File: src/rtl/rca_seq_ctrl.sv
// Multi-precision adder sequencer: feeds one nibble per clock, LSB first, to an
// external 4-bit ripple-carry adder and chains the carry through a register.
module rca_seq_ctrl #(
  parameter int NIBBLES = 4
) (
  input  logic                 clk,
  input  logic                 rst_n,
  input  logic                 start,
  input  logic [4*NIBBLES-1:0] a_in,
  input  logic [4*NIBBLES-1:0] b_in,
  input  logic                 cin_in,
  output logic                 ready,
  output logic                 busy,
  output logic                 done,
  output logic [4*NIBBLES-1:0] sum_out,
  output logic                 cout_out,
  output logic [3:0]           add_a,
  output logic [3:0]           add_b,
  output logic                 add_cin,
  input  logic [3:0]           add_sum,
  input  logic                 add_carry
);

  localparam int W  = 4 * NIBBLES;
  localparam int IW = (NIBBLES > 1) ? $clog2(NIBBLES) : 1;
  localparam logic [IW-1:0] LAST_IDX = IW'(NIBBLES - 1);

  // Handshake: an operation is accepted on a rising edge where start=1 and
  // ready=1; start at any other time is dropped. done is a one-cycle pulse and
  // sum_out/cout_out are valid from that cycle until the next result loads.
  typedef enum logic [1:0] {IDLE = 2'd0, RUN = 2'd1, DONE = 2'd2} state_t;

  state_t        state_q, state_d;
  logic [W-1:0]  a_q, a_d, b_q, b_d, acc_q, acc_d, sum_q, sum_d;
  logic          carry_q, carry_d, cout_q, cout_d;
  logic [IW-1:0] idx_q, idx_d;
  logic [IW+1:0] off;

  assign off = {idx_q, 2'b00};

  always_comb begin
    state_d = state_q;
    a_d     = a_q;
    b_d     = b_q;
    acc_d   = acc_q;
    sum_d   = sum_q;
    carry_d = carry_q;
    cout_d  = cout_q;
    idx_d   = idx_q;
    add_a   = 4'h0;
    add_b   = 4'h0;
    add_cin = 1'b0;
    case (state_q)
      IDLE: begin
        if (start) begin
          state_d = RUN;
          a_d     = a_in;
          b_d     = b_in;
          carry_d = cin_in;
          idx_d   = '0;
          acc_d   = '0;
        end
      end
      RUN: begin
        add_a            = a_q[off +: 4];
        add_b            = b_q[off +: 4];
        add_cin          = carry_q;
        acc_d[off +: 4]  = add_sum;
        carry_d          = add_carry;
        if (idx_q == LAST_IDX) begin
          // acc_d already holds the top nibble from this cycle's adder output
          state_d = DONE;
          sum_d   = acc_d;
          cout_d  = add_carry;
        end else begin
          idx_d = idx_q + IW'(1);
        end
      end
      DONE:    state_d = IDLE;
      default: state_d = IDLE;
    endcase
  end

  always_ff @(posedge clk or negedge rst_n) begin
    if (!rst_n) begin
      state_q <= IDLE;
      a_q     <= '0;
      b_q     <= '0;
      acc_q   <= '0;
      sum_q   <= '0;
      carry_q <= 1'b0;
      cout_q  <= 1'b0;
      idx_q   <= '0;
    end else begin
      state_q <= state_d;
      a_q     <= a_d;
      b_q     <= b_d;
      acc_q   <= acc_d;
      sum_q   <= sum_d;
      carry_q <= carry_d;
      cout_q  <= cout_d;
      idx_q   <= idx_d;
    end
  end

  assign ready    = (state_q == IDLE);
  assign busy     = (state_q == RUN) || (state_q == DONE);
  assign done     = (state_q == DONE);
  assign sum_out  = sum_q;
  assign cout_out = cout_q;

endmodule
File: config.mk
export PLATFORM = sky130hd
export DESIGN_NAME = rca_seq_ctrl
export DESIGN_NICKNAME = d
export VERILOG_FILES = /design/src/rtl/rca_seq_ctrl.sv
export SDC_FILE = /design/constraint.sdc
export NUM_CORES = 1
export LEC_CHECK = 0
export CAP_MARGIN = 20
export CORE_ASPECT_RATIO = 1.4
export CORE_MARGIN = 5
export CORE_UTILIZATION = 46
export CTS_CLUSTER_SIZE = 28
export DETAILED_ROUTE_END_ITERATION = 16
export PLACE_DENSITY = 0.84
export SLEW_MARGIN = 20
export SYNTH_ARGS = -nofsm -noshare
export SYNTH_HDL_FRONTEND = slang
export SYNTH_SLANG_ARGS = --single-unit
export TNS_END_PERCENT = 5
File: constraint.sdc
create_clock -name clk -period 1.9 [get_ports clk]
set_input_delay 0.38 -clock clk [delete_from_list [all_inputs] [get_ports clk]]
set_output_delay 0.38 -clock clk [all_outputs]
set_load 0.03 [all_outputs]
---- After elaboration in Yosys (flattened, before gate mapping) ----
Cells that the tools add are included.
storage, ports and cells
  register bits ........................... 70
  bits in latches ......................... 0
  RAM bits ................................ 0
  bits in read-only memories .............. 0
  bits of input ports ..................... 41
  output and inout bits ................... 29
  word-level logic and storage cells ...... 42
  memories kept ........................... 0
operators by class
  $add $sub $neg .......................... 2
  multipliers ............................. 0
  div/mod/pow operators ................... 0
  $lt $le $gt $ge ......................... 0
  eq/ne operators ......................... 6
  shift operators ......................... 4
  muxes and demuxes ....................... 14
  bitwise gates (word level) .............. 0
  reduce and logical (&&, ||, !) cells .... 8
operator list
  kind                                                                    number
  16-bit one-hot mux with 2 select lines                                  1
  16-bit by 5-bit variable part select with 4-bit output                  2
  16-bit bitwise mux                                                      1
  16-bit 2-to-1 mux                                                       1
  4-bit by 6-bit variable shift with 16-bit output, first input constant  1
  4-bit by 6-bit variable part select with 16-bit output                  1
  2-bit 2-to-1 mux                                                        4
  4-bit 2-to-1 mux                                                        2
  2-bit one-hot mux with 2 select lines                                   2
  2-bit AND reduction                                                     4
  2-bit inequality test, second input constant                            3
  4-bit negator with 6-bit output                                         1
  2-bit == test, second input constant                                    2
  3-bit AND reduction                                                     1
  2-bit by 1-bit adder with 2-bit output, second input constant           1
  2-bit by 1-bit == test with 1-bit output, second input constant         1
  2-bit logical NOT                                                       1
  1-bit 2-to-1 mux                                                        2
  1-bit one-hot mux with 2 select lines                                   1
  2-bit nonzero test                                                      1
  1-bit logical OR                                                        1

---- Depth between registers and ports, before layout ----
Gate-level depths: netlist of the first run.
  word-level depth ........................ 4
  mapped depth ............................ 8
  mapped depth without buffers ............ 5

---- Worst setup path before layout of the first run ----
OpenSTA, ideal clock, no wires.
  path kind ............................... register to register
  start ................................... register idx_q[1]
  end ..................................... register sum_q[4] (netlist: sum_out[4])
  data arrival time ....................... 1.773 ns
  data required time ...................... 1.812 ns
  setup slack ............................. 0.039 ns
  stages on the path, launching flop included .. 7
  buffers on the path ..................... 1
  cell sequence ........................... dfrtp_1 clkbuf_1 inv_1 ha_1 nor3b_1 nand3_1 o211ai_1
between the ends
  longest elaborated chain between the ends .. 3
  elaborated cells on any way between the ends .. 6
  classes of those cells .................. add/sub (1); eq/ne (1); shift (2); mux (1); reduce/logical (1)
ends and longest elaborated chain
  what                                                                                                                               RTL line  source
  from (decl)                                                                                                                        36        logic [IW-1:0] idx_q, idx_d;
  from (signal assigned)                                                                                                             102       idx_q <= idx_d;
  4-bit negator with 6-bit output                                                                                                    68        acc_d[off +: 4] = add_sum;
  4-bit by 6-bit variable part select with 16-bit output / 4-bit by 6-bit variable shift with 16-bit output (equally long branches)  68
  16-bit bitwise mux                                                                                                                 68
  to (signal assigned)                                                                                                               99        sum_q <= sum_d;
  to (decl)                                                                                                                          34        logic [W-1:0] a_q, a_d, b_q, b_d, acc_q, acc_d, sum_q, sum_d;
Several ways; a longest one is shown, not always the timed one.
A chain may end at the register's enable or synchronous reset.

---- Worst setup path in the final report of the first run ----
  start ................................... register idx_q[0]
  end ..................................... output port add_b[1]
between the ends
  longest elaborated chain between the ends .. 2
ends and longest elaborated chain
  what                                                    RTL line  source
  16-bit by 5-bit variable part select with 4-bit output  66        add_b = b_q[off +: 4];
  4-bit 2-to-1 mux                                        53        case (state_q)
  to (decl)                                               18        output logic [3:0] add_b,
No other way between the ends.

==> out/results.txt, run 1 <==
Die Ht: 110 microns
WS Path Type: flop to output pin
Reg-to-Reg Start: idx_q[1]$_DFFE_PN0P_
Clk network pwr share: 15.1%
Worst-Skew Late Latency: 340 ps
# port buffers: 69
xor and xnor area share after synthesis: 0%
Final Critical Period: 2080 ps
Critical Path AT: 1700 ps
Final period util: 109%
R2R Path End: sum_out[3]$_DFFE_PN0P_
Worst Reg2Reg Path Length in Cells: 6
switch share: 37.9%
# diodes: 0
die extent in x: 81.7 microns
# hold bufs at CTS: 0
Setup Viol. Count Final: 8
Setup crit end: add_b[1]
Mapped Area: 0.00331 sq mm
main combinational cell family by area after synthesis: multiplexers
Rel. slew slack: 68.5%
highest metal used: met4
distinct cell type count after synthesis: 32
Comb pwr share: 52.5%
Die ar.: 0.00902 sq mm
initial antenna violation count: 0
global placer's final weighted congestion: 0.842
H-Tree Depth: 3
Met2 Routed Length: 4190 microns
Cell Area, Placed: 0.00424 sq mm
Seq pwr share: 32.4%
Syn Area/Cell: 12.8 sq um
TritonCTS clock tree: yes
First-pass DRT Iterations: 4
total number of vias: 2436
Final ANT Viol Nets: 0
Synth top area share: 52.9%
endpoints failing hold: 0
fillers: 514
fraction of layout instances using a drive strength above 1: 33.0%
peak supply drop: 0.00111 V
Final Max Tran Viols: 0
Worst Setup SP: idx_q[0]$_DFFE_PN0P_
Sink Count: 70
PD cells: 1680 mW/mm^2
Initial Util: 47.4%
failing checks: negative setup slack
vias in the first global route: 2602
mux contribution to synthesized area: 18.1%
I/O pin cnt: 70
cts bufs inserted: 9
GRT Total Usage: 18.3%
Finished Cell Area: 0.00453 sq mm
LEAKAGE: 1.92 nW
Synth Instances: 259
GRT overflow: 0
HPWL after DPL: 5570 microns
Post-Synth Adder-Cell Area: 4.16%
row count: 36
Nets: 400
cell taking the most area after synthesis: dfrtp_1
largest net degree at the start of global routing: 71
switching power of the nets: 2.88 mW
min-delay worst type: input port to async pin
Worst EP required: 1520 ps
final WL: 7660 microns
Seq/Total Area, Yosys: 52.9%
Max Clock Skew: 10.6 ps
synthesis-to-layout area growth: 36.8%
WL/cell: 17.1 microns
Initial DRC Count: 107
RSZ-0062 raised after global routing: yes
CTS max path bufs: 2
Pint: 4.72 mW
first-pass GRT wire length: 12500 microns
status: finished with violations
core footprint: 0.00698 sq mm
clock slew at reported path FFs: 80 ps
Worst Max-Slew Pin Slew: 467 ps
Met3 Routed Length: 346 microns
Synth area leaders: dfrtp_1 (53%), mux2_2 (12%), o2bb2ai_1 (4.2%)
vias per cell: 5.45
critical path peak fanout: 8
Startpoint Class: flop
Yosys reg bits: 70
Max Clk Rate: 481 MHz
M1 WL: 2990 microns
DRC viols: 0
Post-Synth Simple-Gate Area: 11.2%
syn nets: 311
number of max-cap violations: 0
Yosys warnings: 0
r2r setup slk: 60 ps
critical path endpoint category: output pin
clk root buf: clkbuf_8
post-synthesis compound-gate area fraction: 10.5%
Post-Place Worst Slack: -347 ps
Final WS setup: -179 ps
sequential cells by signal, summed over array words and instances, names as in the netlist:
signal,cells
sum_out,16
idx_q,2
cout_out,1
b_q,16
a_q,16
carry_q,1
acc_q,16
state_q,2
critical path: stages (launching register included):
cell	delay, ps
dfrtp_1	400
buf_12	160
mux4_2	510
and2_4	160
buf_6	130
power by group through the flow:
stage	combinational [mW]	clock, mW	sequential, mW
global placement	3.56	0	2.42
floorplan	2.08	0	2.67
finish	3.99	1.14	2.46
CTS	3.88	1.17	2.46
detailed placement	3.66	0	2.46
global route	4.30	1.23	2.54
area by class of cell:
class	instances	area (sq um)	share of cell area, %
Timing Repair Buffer	91	915	20.2
Multi-Input combinational cell	169	1530	33.8
Sequential cell	70	1750	38.7
Tap cell	95	119	2.62
Inverter	7	26.3	0.580
Clock inverter	6	63.8	1.41
Clock buffer	9	124	2.73
synthesized netlist by cell type:
| master | count |
|---|---|
| inv_1 | 7 |
| mux2_2 | 35 |
| o211ai_1 | 8 |
| nor2b_1 | 2 |
| and4bb_2 | 1 |
| buf_6 | 1 |
| dfrtp_1 | 70 |
| nor3b_1 | 1 |
| nand2b_1 | 2 |
| nand3_1 | 8 |
| buf_2 | 7 |
| a221oi_1 | 4 |
| mux2i_1 | 1 |
| nand4_1 | 2 |
| ha_1 | 11 |
| nand3b_1 | 7 |
| and4b_1 | 5 |
| nor2_1 | 11 |
| mux4_1 | 4 |
| o21a_1 | 1 |
| a21oi_1 | 7 |
| nand2_1 | 16 |
| o22ai_1 | 1 |
| and2_2 | 1 |
| and2_1 | 10 |
| mux4_2 | 4 |
| a221o_1 | 1 |
| a32oi_1 | 1 |
| o2bb2ai_1 | 16 |
| clkbuf_1 | 4 |
| buf_8 | 1 |
| o21ai_0 | 9 |
kinds of logic after synthesis:
| kind of cell | Yosys count |
|---|---|
| AOI/OAI and AO/OA | 48 |
| adders and majority gates | 11 |
| buffers and inverters | 20 |
| DFF | 70 |
| muxes | 44 |
| and+or+nand+nor | 66 |
per-layer routing:
layer  GRT usage, %  vias up
met3           4.47       14
met2           33.0       63
li1               -     1131
met1           21.1     1228
met5              0        -
met4           5.58        0
cells in the final DEF, fill, tap and decap left out, types with 2 or more instances in the layout:
master / n
a21oi_1: 7
clkdlybuf4s50_1: 56
ha_1: 7
ha_2: 3
buf_4: 18
o21ai_0: 4
nand3_1: 6
clkinvlp_4: 2
clkbuf_8: 9
clkinv_2: 2
o211ai_1: 8
nand3b_1: 7
nor2b_1: 2
buf_12: 4
buf_6: 10
o21ai_1: 5
nand4_1: 2
nor2_1: 11
nand3_2: 2
and4b_1: 5
nand2b_1: 2
mux2_2: 35
mux4_2: 8
inv_1: 6
nand2_1: 16
dfrtp_1: 69
o2bb2ai_1: 16
and2_4: 9
a221oi_2: 4
through the flow:
step | TNS, ps | total power, mW | hold slack (ps) | cells | utilization (%)
6_report | -1360 | 7.60 | 52.9 | 447 | 64.9
5_1_grt | -2410 | 8.07 | 68.3 | 447 | 64.9
4_1_cts | -2870 | 7.51 | 58.9 | 447 | 64.1
3_5_place_dp | -6220 | 6.12 | 431 | 432 | 60.7
3_3_place_gp | -3750 | 5.98 | 431 | 432 | 60.7
2_1_floorplan | 0 | 4.75 | 84.4 | 259 | -
how the worst min path moves through the flow:
stage	startpoint	to	slack, ps	cells past startpoint
final	rst_n	a_q[1]$_DFFE_PN0P_	50	2
after detailed placement	rst_n	a_q[12]$_DFFE_PN0P_	430	2
after CTS	rst_n	acc_q[13]$_DFFE_PN0P_	60	2
after floorplan	rst_n	a_q[0]$_DFFE_PN0P_	80	0
after global placement	rst_n	a_q[13]$_DFFE_PN0P_	430	2
after global routing	rst_n	acc_q[1]$_DFFE_PN0P_	70	2
repair_timing:
| item | in CTS | in global routing |
|---|---|---|
| gates resized for setup | 81 | 17 |
| buffers inserted | 0 | 0 |
| setup endpoints to repair | 35 | 34 |
| pin swaps | 9 | 0 |
Power figures use the tool's default switching activity.
==> inputs of run 2 (changes only) <==
- PLACE_DENSITY: 0.84 -> unset
- PLACE_DENSITY_LB_ADDON: unset -> 0.15
==> run 2 against run 1 <==
The flow still finishes with violations (negative setup slack). Clock power is 13% lower. Sequential power hardly changed. Via count decreased by 1.9%. Cell area is 0.94% lower. Hold slack worse by 12 ps. Routed wire length is 7.4% lower. Sequential share of layout area is 0.37 points higher. Critical endpoint is now add_a[1].
==> out/results.txt, run 2 (same netlist as run 1, synthesis figures left out) <==
CTS max path bufs: 2
synthesis-to-layout area growth: 35.6%
# port buffers: 69
# diodes: 0
min-delay worst type: input port to async pin
number of max-cap violations: 0
cts bufs inserted: 9
critical path peak fanout: 8
largest net degree at the start of global routing: 71
commonest non-fill, non-tap cell in the layout: dfrtp_1
Max Clock Skew: 6.87 ps
clock slew at reported path FFs: 70 ps
# hold bufs at CTS: 0
core footprint: 0.00698 sq mm
vias in the first global route: 2507
Finished Cell Area: 0.00449 sq mm
H-Tree Depth: 3
Final period util: 108%
Worst EP required: 1520 ps
Sink Count: 70
failing checks: negative setup slack
Final ANT Viol Nets: 0
GRT overflow: 0
I/O pin cnt: 70
post-layout util: 64.3%
clk root buf: clkbuf_8
Final WS setup: -153 ps
die extent in x: 81.7 microns
Final Max Tran Viols: 0
Cell Area, Placed: 0.00426 sq mm
Rel. slew slack: 66.2%
WS Path Type: flop to output pin
Post-Place Worst Slack: -333 ps
total number of vias: 2389
endpoints failing hold: 0
Final Critical Period: 2050 ps
Die Ht: 110 microns
Worst-Skew Late Latency: 340 ps
first-pass GRT wire length: 11900 microns
TritonCTS clock tree: yes
Startpoint Class: flop
Setup Viol. Count Final: 8
critical path endpoint category: output pin
LEAKAGE: 1.93 nW
post-CTS setup buffers: 0
peak supply drop: 0.000987 V
Worst Max-Slew Pin Slew: 502 ps
fraction of layout instances using a drive strength above 1: 31.4%
Critical Path AT: 1670 ps
WL/cell: 15.8 microns
RSZ-0062 raised after global routing: yes
First-pass DRT Iterations: 4
most frequent cells in the layout: dfrtp_1 (69), clkdlybuf4s50_1 (56), mux2_2 (35)
global placer's final weighted congestion: 0.800
final WL: 7100 microns
vias per cell: 5.33
Setup TNS: -1160 ps
Die ar.: 0.00902 sq mm
GRT Total Usage: 17.5%
Initial Util: 47.4%
PD cells: 1630 mW/mm^2
Initial DRC Count: 94
initial antenna violation count: 0
row count: 36
status: finished with violations
total power: 7.32 mW
DRC viols: 0
Nets: 402
HPWL after DPL: 5240 microns
Max Clk Rate: 487 MHz
## run 2: cell types whose count changed in the layout (fill, tap and decap cells not counted), moves of 2 or more
cell and change:
buf_4 +2, clkbuf_1 +2, clkinvlp_4 -2, ha_1 +2
ha_2 -2, nand3_1 +2, nand3_2 -2, o21ai_0 +3
o21ai_1 -3
## run 2: report_power, final
part	leakage (nW)	total [mW]	switching (mW)	internal [mW]
logic	0.967	3.89	1.88	2.01
clock network	0.0821	0.988	0.497	0.491
registers	0.876	2.44	0.342	2.09
## run 2: what timing repair did
action | 4_1_cts | 5_1_grt
endpoints found under the setup margin | 36 | 42
cloned | 0 | 0
resized for setup | 76 | 13
pin swaps | 8 | 0
## run 2: worst max-delay path, stage by stage (launching register included)
cell and delay, ps:
dfrtp_1 390, buf_12 150, mux4_2 500, and2_4 150, buf_6 130
## run 2: final cells by class
type	count	area, sq um
Fill cell	589	2490
Multi-Input combinational cell	169	1510
Inverter	7	26.3
Clock inverter	2	10.0
Sequential cell	70	1750
Tap cell	95	119
Timing Repair Buffer	93	928
Clock buffer	12	145
## run 2: worst paths after layout
| path | startpoint | end | slack [ps] | cells past startpoint |
|---|---|---|---|---|
| min in group clk | cout_out$_DFFE_PN0P_ | cout_out$_DFFE_PN0P_ | 480 | 2 |
| setup / recovery | idx_q[0]$_DFFE_PN0P_ | add_a[1] | -150 | 4 |
| setup reg to reg | idx_q[1]$_DFFE_PN0P_ | sum_out[0]$_DFFE_PN0P_ | 80 | 6 |
| hold / removal | rst_n | cout_out$_DFFE_PN0P_ | 40 | 2 |
| max in group asynchronous | rst_n | idx_q[1]$_DFFE_PN0P_ | 1540 | 2 |
| hold reg to reg | cout_out$_DFFE_PN0P_ | cout_out$_DFFE_PN0P_ | 480 | 2 |
## run 2: metal layers
metal / part of all wire, % / vias up / track usage (%)
met3: 5.7 / 8 / 4.80
met4: 1.9 / 0 / 8.19
met5: 0 / - / 0
li1: - / 1128 / -
met2: 54 / 58 / 30.4
met1: 38 / 1195 / 19.7
## run 2: through the flow
stage / instances / hold slack [ps]
6_report: 448 / 40.7
3_3_place_gp: 434 / 436
5_1_grt: 448 / 66.1
4_1_cts: 448 / 50.0
3_5_place_dp: 434 / 430
2_1_floorplan: 259 / 84.4
==> inputs of run 3 (changes only) <==
- MAX_ROUTING_LAYER: unset -> met4
==> run 3 against run 2 <==
The run still ends with negative setup slack left. Register-to-register slack about the same. Worst setup slack hardly changed. Via count is 0.46% lower.
==> out/results.txt, run 3 (same netlist as run 1, synthesis figures left out) <==
largest net degree at the start of global routing: 71
# hold bufs at CTS: 0
placed cells: 434
final WL: 7080 microns
core footprint: 0.00698 sq mm
min-delay worst type: input port to async pin
first-pass GRT wire length: 11900 microns
I/O pin cnt: 70
total power: 7.31 mW
HPWL after DPL: 5240 microns
status: finished with violations
peak supply drop: 0.000984 V
Initial Util: 47.4%
Worst-Skew Late Latency: 340 ps
Finished Cell Area: 0.00449 sq mm
Max Clk Rate: 487 MHz
Max Clock Skew: 6.70 ps
synthesis-to-layout area growth: 35.6%
Setup Viol. Count Final: 8
DRC viols: 0
First-pass DRT Iterations: 4
vias in the first global route: 2500
hold slack: 36.9 ps
vias per cell: 5.31
Die Ht: 110 microns
Nets: 402
Final Max Tran Viols: 0
endpoints failing hold: 0
Worst Reg2Reg Path Length in Cells: 6
post-layout util: 64.3%
Final Non-Filler Cells: 448
H-Tree Depth: 3
post-CTS setup buffers: 0
Initial DRC Count: 93
total number of vias: 2378
Rel. slew slack: 66.5%
Critical Path AT: 1670 ps
Cell Area, Placed: 0.00426 sq mm
critical path endpoint category: output pin
cts bufs inserted: 9
clock slew at reported path FFs: 70 ps
RSZ-0062 raised after global routing: yes
WS Path Type: flop to output pin
Sink Count: 70
failing checks: negative setup slack
Worst Max-Slew Pin Slew: 498 ps
initial antenna violation count: 0
CTS max path bufs: 2
Final period util: 108%
number of max-cap violations: 0
row count: 36
# port buffers: 69
Final ANT Viol Nets: 0
Final WS setup: -153 ps
global placer's final weighted congestion: 0.812
critical path peak fanout: 8
WL/cell: 15.8 microns
fraction of layout instances using a drive strength above 1: 31.4%
PD cells: 1630 mW/mm^2
Post-Place Worst Slack: -333 ps
Worst EP required: 1520 ps
Die ar.: 0.00902 sq mm
GRT Total Usage: 18.2%
Startpoint Class: flop
Setup TNS: -1150 ps
clk root buf: clkbuf_8
die extent in x: 81.7 microns
most frequent cells in the layout: dfrtp_1 (69), clkdlybuf4s50_1 (56), mux2_2 (35)
Final Critical Period: 2050 ps
# diodes: 0
LEAKAGE: 1.93 nW
TritonCTS clock tree: yes
GRT overflow: 0
commonest non-fill, non-tap cell in the layout: dfrtp_1
## run 3: cell counts in the layout (fill, tap and decap cells not counted)
Identical to the previous run, type by type.
## run 3: repair_timing
action,in CTS,in global routing
pin swaps,8,0
cloned,0,0
gates resized for setup,76,13
setup endpoints to repair,36,42
## run 3: worst paths after layout
path | from | endpoint | slack (ps)
max | idx_q[0]$_DFFE_PN0P_ | add_a[1] | -150
min | rst_n | carry_q$_DFFE_PN0P_ | 40
max reg2reg | idx_q[1]$_DFFE_PN0P_ | sum_out[0]$_DFFE_PN0P_ | 80
min reg2reg | cout_out$_DFFE_PN0P_ | cout_out$_DFFE_PN0P_ | 480
max in group asynchronous | rst_n | idx_q[1]$_DFFE_PN0P_ | 1520
min in group clk | cout_out$_DFFE_PN0P_ | cout_out$_DFFE_PN0P_ | 480
## run 3: critical path, cell delays in order, from the launching register on
cell and delay (ps):
dfrtp_1 390, buf_12 150, mux4_2 500, and2_4 150, buf_6 130
## run 3: layout make-up
cell class | count | area (sq um)
Timing Repair Buffer | 93 | 928
Sequential cell | 70 | 1750
Fill cell | 589 | 2490
Clock buffer | 12 | 145
Multi-Input combinational cell | 169 | 1510
Tap cell | 95 | 119
Clock inverter | 2 | 10.0
Inverter | 7 | 26.3
## run 3: metal layers
| layer | vias to the layer above | share of wire [%] | global-route usage, % |
|---|---|---|---|
| met4 | 0 | 1.9 | 8.19 |
| met1 | 1182 | 38 | 20.2 |
| met5 | - | 0 | - |
| met3 | 8 | 5.6 | 4.80 |
| met2 | 59 | 54 | 30.4 |
| li1 | 1129 | - | - |
## run 3: report_power, final
part           switching (mW)  internal, mW  leakage [nW]
Sequential              0.342          2.09         0.876
Combinational            1.88          2.01         0.967
Clock                   0.495         0.491        0.0821
